<file path="config.mk">
export PLATFORM = sky130hd
export DESIGN_NAME = axi_wstream_gen
export DESIGN_NICKNAME = d
export VERILOG_FILES = /design/src/rtl/axi_wstream_gen.sv
export SDC_FILE = /design/constraint.sdc
export NUM_CORES = 1
export LEC_CHECK = 0
export ABC_AREA = 1
export BUFFER_PORTS_ARGS = -buffer_cell sky130_fd_sc_hd__clkbuf_2
export CAP_MARGIN = 10
export CORE_ASPECT_RATIO = 0.5
export CORE_MARGIN = 3
export CORE_UTILIZATION = 55
export DETAILED_ROUTE_END_ITERATION = 6
export PLACE_DENSITY = 0.81
export SKIP_CTS_REPAIR_TIMING = 1
export SLEW_MARGIN = 10
export SYNTH_ARGS = -nofsm -noshare
export SYNTH_HDL_FRONTEND = slang
export SYNTH_SLANG_ARGS = --single-unit
</file>
<file path="constraint.sdc">
create_clock -name clk -period 3.95 [get_ports clk]
set_input_delay 0.79 -clock clk [delete_from_list [all_inputs] [get_ports clk]]
set_output_delay 0.79 -clock clk [all_outputs]
set_load 0.02 [all_outputs]
</file>
<file path="src/rtl/axi_wstream_gen.sv">
// rtl/axi_wstream_gen.sv - synthetic AXI4 W-channel source: programmed byte count as full beats plus a partial tail,
// deterministic byte pattern, optional inter-beat gap, running total of strobed bytes sent.
module axi_wstream_gen #(
  parameter int p_axi_data_width = 128,
  parameter int gap_width        = 8
) (
  input  logic                            clk,
  input  logic                            srst,
  input  logic                            start,
  input  logic [31:0]                     byte_count,
  input  logic [7:0]                      seed,
  input  logic [gap_width-1:0]            gap,
  output logic                            busy,
  output logic                            done,
  output logic [31:0]                     sent_bytes,
  output logic [p_axi_data_width-1:0]     m_axi_wdata,
  output logic [p_axi_data_width/8-1:0]   m_axi_wstrb,
  output logic                            m_axi_wlast,
  output logic                            m_axi_wvalid,
  input  logic                            m_axi_wready
);

  localparam int b = p_axi_data_width / 8;

  typedef enum logic [1:0] {st_idle, st_send, st_gap, st_fin} state_t;

  state_t               state_q, state_d;
  logic [31:0]          r_q;
  logic [31:0]          n_q;
  logic [7:0]           seed_q;
  logic [gap_width-1:0] gap_q;
  logic [gap_width-1:0] gap_cnt_q;

  logic        handshake;
  logic        last_beat;
  logic [31:0] take;
  logic [7:0]  lane_base;

  assign last_beat = (r_q <= 32'(b));
  assign handshake = (state_q == st_send) && m_axi_wready;
  assign take      = last_beat ? r_q : 32'(b);
  // Only the low 8 bits of n*B matter, so the 32-bit product is simply truncated.
  assign lane_base = seed_q + 8'(n_q * 32'(b));

  always_ff @(posedge clk) begin
    if (srst) begin
      state_q <= st_idle;
    end else begin
      state_q <= state_d;
    end
  end

  always_comb begin
    state_d = state_q;
    case (state_q)
      st_idle: begin
        if (start) begin
          state_d = (byte_count == 32'd0) ? st_fin : st_send;
        end
      end
      st_send: begin
        if (m_axi_wready) begin
          if (last_beat) begin
            state_d = st_fin;
          end else if (gap_q != '0) begin
            state_d = st_gap;
          end else begin
            state_d = st_send;
          end
        end
      end
      st_gap: begin
        if (gap_cnt_q == '0) begin
          state_d = st_send;
        end
      end
      st_fin:  state_d = st_idle;
      default: state_d = st_idle;
    endcase
  end

  always_comb begin
    busy         = (state_q != st_idle);
    done         = (state_q == st_fin);
    m_axi_wvalid = (state_q == st_send);
    m_axi_wdata  = '0;
    m_axi_wstrb  = '0;
    m_axi_wlast  = 1'b0;
    if (state_q == st_send) begin
      for (int i = 0; i < b; i++) begin
        m_axi_wdata[i*8 +: 8] = lane_base + 8'(i);
        m_axi_wstrb[i]        = (32'(i) < r_q);
      end
      m_axi_wlast = last_beat;
    end
  end

  // Gap counter is loaded with gap-1 so GAP lasts exactly gap cycles.
  always_ff @(posedge clk) begin
    if (srst) begin
      r_q        <= '0;
      n_q        <= '0;
      seed_q     <= '0;
      gap_q      <= '0;
      gap_cnt_q  <= '0;
      sent_bytes <= '0;
    end else begin
      if ((state_q == st_idle) && start) begin
        r_q        <= byte_count;
        n_q        <= '0;
        seed_q     <= seed;
        gap_q      <= gap;
        sent_bytes <= '0;
      end
      if (handshake) begin
        sent_bytes <= sent_bytes + take;
        r_q        <= r_q - take;
        n_q        <= n_q + 32'd1;
        gap_cnt_q  <= gap_q - gap_width'(1);
      end else if ((state_q == st_gap) && (gap_cnt_q != '0)) begin
        gap_cnt_q  <= gap_cnt_q - gap_width'(1);
      end
    end
  end

endmodule

</file>
After elaboration in Yosys (flattened, before gate mapping)

Cells that the tools add are included.

Register bits after elaboration: 122
Bits of input ports: 52
Output and inout bits: 180
Logic and storage cells: 81

Add/subtract/negate cells: 21
Order comparisons: 17
Equal/unequal tests: 6
Multiplexer cells: 18
Reductions and logical operators: 12

Operators by type and width:

| cell                    | number |
|---|---|
| $lt A4 B32 Y1 const A   | 8 |
| $mux W32                | 6 |
| $lt A3 B32 Y1 const A   | 4 |
| $mux W128               | 1 |
| $add A8 B4 Y8 const B   | 8 |
| $lt A1 B32 Y1 const A   | 2 |
| $lt A2 B32 Y1 const A   | 2 |
| $add A32 B1 Y32 const B | 1 |
| $add A32 B32 Y32        | 1 |
| $add A8 B3 Y8 const B   | 4 |
| $le A32 B5 Y1 const B   | 1 |
| $logic_not A32 Y1       | 1 |
| $sub A32 B32 Y32        | 1 |
| $add A8 B2 Y8 const B   | 2 |
| $mux W16                | 1 |
| $mux W8                 | 2 |
| $reduce_bool A8 Y1      | 2 |
| $sub A8 B1 Y8 const B   | 2 |
| $mux W2                 | 6 |
| $add A8 B1 Y8 const B   | 1 |
| $add A8 B8 Y8           | 1 |
| $logic_not A8 Y1        | 1 |
| $pmux W2 S4             | 1 |
| $reduce_bool A2 Y1      | 3 |
| 8 further kinds         | 12 |

Depth between registers and ports, before layout

Depth in word-level cells: 5
Depth in mapped cells: 24
Mapped depth without buffers: 23

Worst setup path before layout

OpenSTA, ideal clock, no wires.

Path type: register to output
From: register seed_q[2]
To: output port m_axi_wdata[125]
Arrival time: 2600 ps
Data required time: 3160 ps
Setup slack: 560 ps
Stages on the path, launching flop included: 9
Cell sequence: dfxtp_1 > clkbuf_1 > inv_1 > ha_1 > inv_1 > a21oi_1 > inv_1 > nand2_1 > a2111oi_0

Cells in the longest elaborated chain, start to end: 3

Ends and longest elaborated chain:

| item                   | RTL line | source |
|---|---|---|
| from (decl)            | 30       | `logic [7:0] seed_q;` |
| from (signal assigned) | 103      | `seed_q <= '0;` |
| from (signal assigned) | 111      | `seed_q <= seed;` |
| $add A8 B8 Y8          | 43       | `assign lane_base = seed_q + 8'(n_q * 32'(b));` |
| $add A8 B4 Y8          | 91       | `m_axi_wdata[i*8 +: 8] = lane_base + 8'(i);` |
| $mux W128              | 89       | `if (state_q == st_send) begin` |
| to (decl)              | 16       | `output logic [p_axi_data_width-1:0] m_axi_wdata,` |

Every way passes these cells.

Worst setup path after layout

From: register n_q[0]
To: output port m_axi_wdata[94]

Cells in the longest elaborated chain, start to end: 3

Ends and longest elaborated chain:

| item                   | RTL line | source |
|---|---|---|
| from (decl)            | 29       | `logic [31:0] n_q;` |
| from (signal assigned) | 118      | `n_q <= n_q + 32'd1;` |
| $add A8 B8 Y8          | 43       |  |
| $add A8 B4 Y8          | 91       |  |
| $mux W128              | 89       |  |

Every way passes these cells.

==> summary.md <==
| Metric | Value |
|---|---|
| Initial antenna violation count | 0 |
| Critical Path AT | 2.95 ns |
| Remaining DRCs | 0 |
| Register area share after synthesis | 0.212 |
| TritonCTS Sinks | 94 |
| MaxCap Viol Count | 0 |
| Tot GR Track Use | 0.313 |
| Worst reg2reg startpoint | r_q[2]$_SDFFE_PP0P_ |
| P_leak | 5.10 nW |
| Complex-gate fraction of the synthesized area | 0.215 |
| First-pass DRT Iterations | 5 |
| Worst path required time | 3.16 ns |
| Area of the multi-input gates | 5970 µm² |
| Placed Cells | 1,849 |
| Area after DPL | 9960 µm² |
| Top_reg_cell synth | dfxtp_1 |
| Worst-Margin Slew | 0.837 ns |
| Post-Synth Adder-Cell Area | 0.0749 |
| # IOs | 232 |
| Largest net degree at the start of global routing | 51 |
| Largest family of logic cells by synthesized area | simple AND/OR/NAND/NOR gates |
| Die width | 186 µm |
| Syn Area/Cell | 6.06 µm² |
| Crit. End Element | primary output |
| Post-synth EDFFs | 0 |
| Worst vdd rail ir drop | 0.373 mV |
| Hold path startpoint | r_q[21]$_SDFFE_PP0P_ |
| Clock-pin slew on the worst setup and hold paths | 0.08 ns |
| Layout cells sized above 1 | 0.203 |
| Final Hold Viols | 0 |
| Final min period | 3.74 ns |
| WS Path Type | flip-flop to primary output |
| Simple-gate share of the synthesized area | 0.347 |
| Hold Path Class | flip-flop to flip-flop |
| H-tree levels | 3 |
| Die area | 17,800 µm² |
| Kind of start point of the critical path | flip-flop |
| CP delay by family, top | adder cells |
| Synthesis-to-finish area growth | 15.5% |
| Setup tns final | 0 ns |
| First-pass GRT wire length | 45.3 mm |
| Worst Hold End | r_q[21]$_SDFFE_PP0P_ |
| Routed WL | 28.5 mm |
| Clk_lat worst skew | 0.35 ns |
| Most used cell, CP | clkinv_1 |
| Reg area | 1880 µm² |
| Post-layout nets | 1,760 |
| Core footprint | 15,600 µm² |
| XOR/XNOR share of the synthesized area | 0.0217 |
| Longest Clk Path Bufs | 2 |
| Vias in the first global route | 9,418 |
| CP bufs+invs | 3 |
| Cell row count | 32 |
| Clock Skews | 0.00901 ns |
| Grt total ovfl | 0 |
| Final GP Congestion | 0.959 |
| PortBufs | 231 |
| Synth warnings | 0 |
| Post-synthesis cell type count | 54 |
| RSZ-0062 raised after global routing | true |
| Non-filler instance count after layout | 1,865 |
| Status | finished clean |
| Cells after Synth | 1,466 |
| Place WS | 0.399 ns |
| Max Slew Vio Count | 0 |
| CP max stage cell | fa_1 |
| CP max FO | 10 |
| Worst-case reg-to-reg path depth | 22 |
| Hold path depth | 2 |
| Cell area after layout | 10,300 µm² |
| Period Utilization, post-route | 0.947 |
| Post-DR vias/cell | 5.57 |
| Max Freq | 267 MHz |
| Most common cell after layout, fill and taps aside | nand2_1 |
| CP peak stage delay | 0.51 ns |
| Final Setup Violations | 0 |
| Most frequent cells in the layout | nand2_1, clkbuf_2, a21oi_1 |
| Power Density | 702 nW/µm² |
| Cts bufs inserted | 9 |
| R2r setup slk | 0.48 ns |
| Antenna Diode Count | 0 |
| DR iter-0 viols | 640 |
| Final WS setup | 0.211 ns |
| Vias | 10,384 |
| Worst-path cell chain | ha_1 -> fa_1 -> clkinv_1 -> nor2_2 -> clkinv_1 -> nand2_1 -> a21oi_1 -> clkbuf_2 |
| Max transition margin | 0.438 |
| Wire per inst | 15.3 µm |
| Async S/R FF share, synth | 0 |
| Die Span Y | 95.9 µm |
| Number of routed nets with antenna violations | 0 |
| CTS tree | done |
| Root Driver | clkbuf_16 |
| Fillers | 1,528 |
| Register bit count reported by yosys | 94 |
| Mux share of post-synthesis cell area | 0 |
| Post-DP HPWL | 22.3 mm |
| Synth Cell Area | 8890 µm² |
| Initial core utilization | 0.569 |
| Worst r2r dst | sent_bytes[26]$_SDFFE_PP0P_ |
[worst reg2reg max path: cells and delay by family, from the launching register on]
kind            cells  cell delay (ns)
flops               1             0.37
simple gates       13             1.49
buf+inv             3             0.27
fa+ha+maj           2             0.51
compound gates      4             0.76
[power by group]
part	leakage, nW	internal (W)	switching (W)
combinational	4.18	0.00148	0.00340
sequential	0.770	0.00119	0.000258
clock	0.147	0.000449	0.000441
total	5.10	0.00312	0.00409
[registers in the layout, summed over array words and instances, names as in the netlist]
signal,cells
gap_cnt_q,8
n_q,4
r_q,32
gap_q,8
sent_bytes,32
seed_q,8
state_q,2
[layout make-up]
| type | count | area share |
|---|---|---|
| multi-input cells | 1146 | 0.581 |
| flip-flops and latches | 94 | 0.183 |
| inverters | 158 | 0.0578 |
| clock buffers | 9 | 0.0219 |
| clock inverters | 7 | 0.00670 |
| repair buffers | 247 | 0.124 |
| well taps | 204 | 0.0249 |
[how the worst max path moves through the flow]
stage / start / end / cells past startpoint
2_1_floorplan: seed_q[2]$_SDFFE_PP0P_ / m_axi_wdata[125] / 8
3_3_place_gp: seed_q[2]$_SDFFE_PP0P_ / m_axi_wdata[125] / 8
3_5_place_dp: r_q[2]$_SDFFE_PP0P_ / sent_bytes[30]$_SDFFE_PP0P_ / 22
4_1_cts: seed_q[2]$_SDFFE_PP0P_ / m_axi_wdata[125] / 8
5_1_grt: seed_q[1]$_SDFFE_PP0P_ / m_axi_wdata[127] / 11
6_report: n_q[0]$_SDFFE_PP0P_ / m_axi_wdata[94] / 8
[cells by family (layout without fill, tap and decap cells)]
kind of cell	after synthesis	after routing
AO/OA/AOI/OAI	343	343
flip-flops	94	94
XOR/XNOR	22	22
buffers and inverters	251	421
adder cells (fa/ha/maj)	52	52
AND/OR/NAND/NOR	702	702
other	2	27
[routing by layer]
| layer | global-route usage | vias to the layer above | wire length, µm |
|---|---|---|---|
| li1 | - | 5193 | - |
| met1 | 0.373 | 4728 | 11600 |
| met2 | 0.567 | 391 | 13800 |
| met3 | 0.0502 | 72 | 2030 |
| met4 | 0.131 | 0 | 1010 |
| met5 | 0 | - | 0 |
[Yosys cell counts (all sizes together) (3+ instances only)]
cell	instances	share of area
nand2	342	0.15
o21bai	3	0.0025
a21o	5	0.0042
o21ai	99	0.057
a211oi	10	0.0084
nor2	193	0.091
o211ai	8	0.0068
clkinv	4	0.0017
o21a	5	0.0042
nor4	14	0.0099
ha	50	0.070
nor3	50	0.029
o31ai	4	0.0034
nand4	18	0.013
clkbuf	29	0.013
or2	8	0.0059
a21oi	185	0.11
xor2	16	0.016
nand3b	11	0.0093
a22oi	4	0.0034
inv	154	0.065
xnor2	6	0.0059
a221oi	3	0.0030
a31oi	11	0.0077
dfxtp	94	0.21
nand3	64	0.037
buf	61	0.047
[through the flow]
stage | hold WS [ns] | util | total power, W
final | 0.470 | 0.658 | 0.00721
after CTS | 0.469 | 0.656 | 0.00715
after floorplan | 0.439 | - | 0.00510
after detailed placement | 0.457 | 0.638 | 0.00625
after global routing | 0.480 | 0.658 | 0.00783
after global placement | 0.454 | 0.638 | 0.00618
Note: power is estimated with default switching activity, not from simulation.
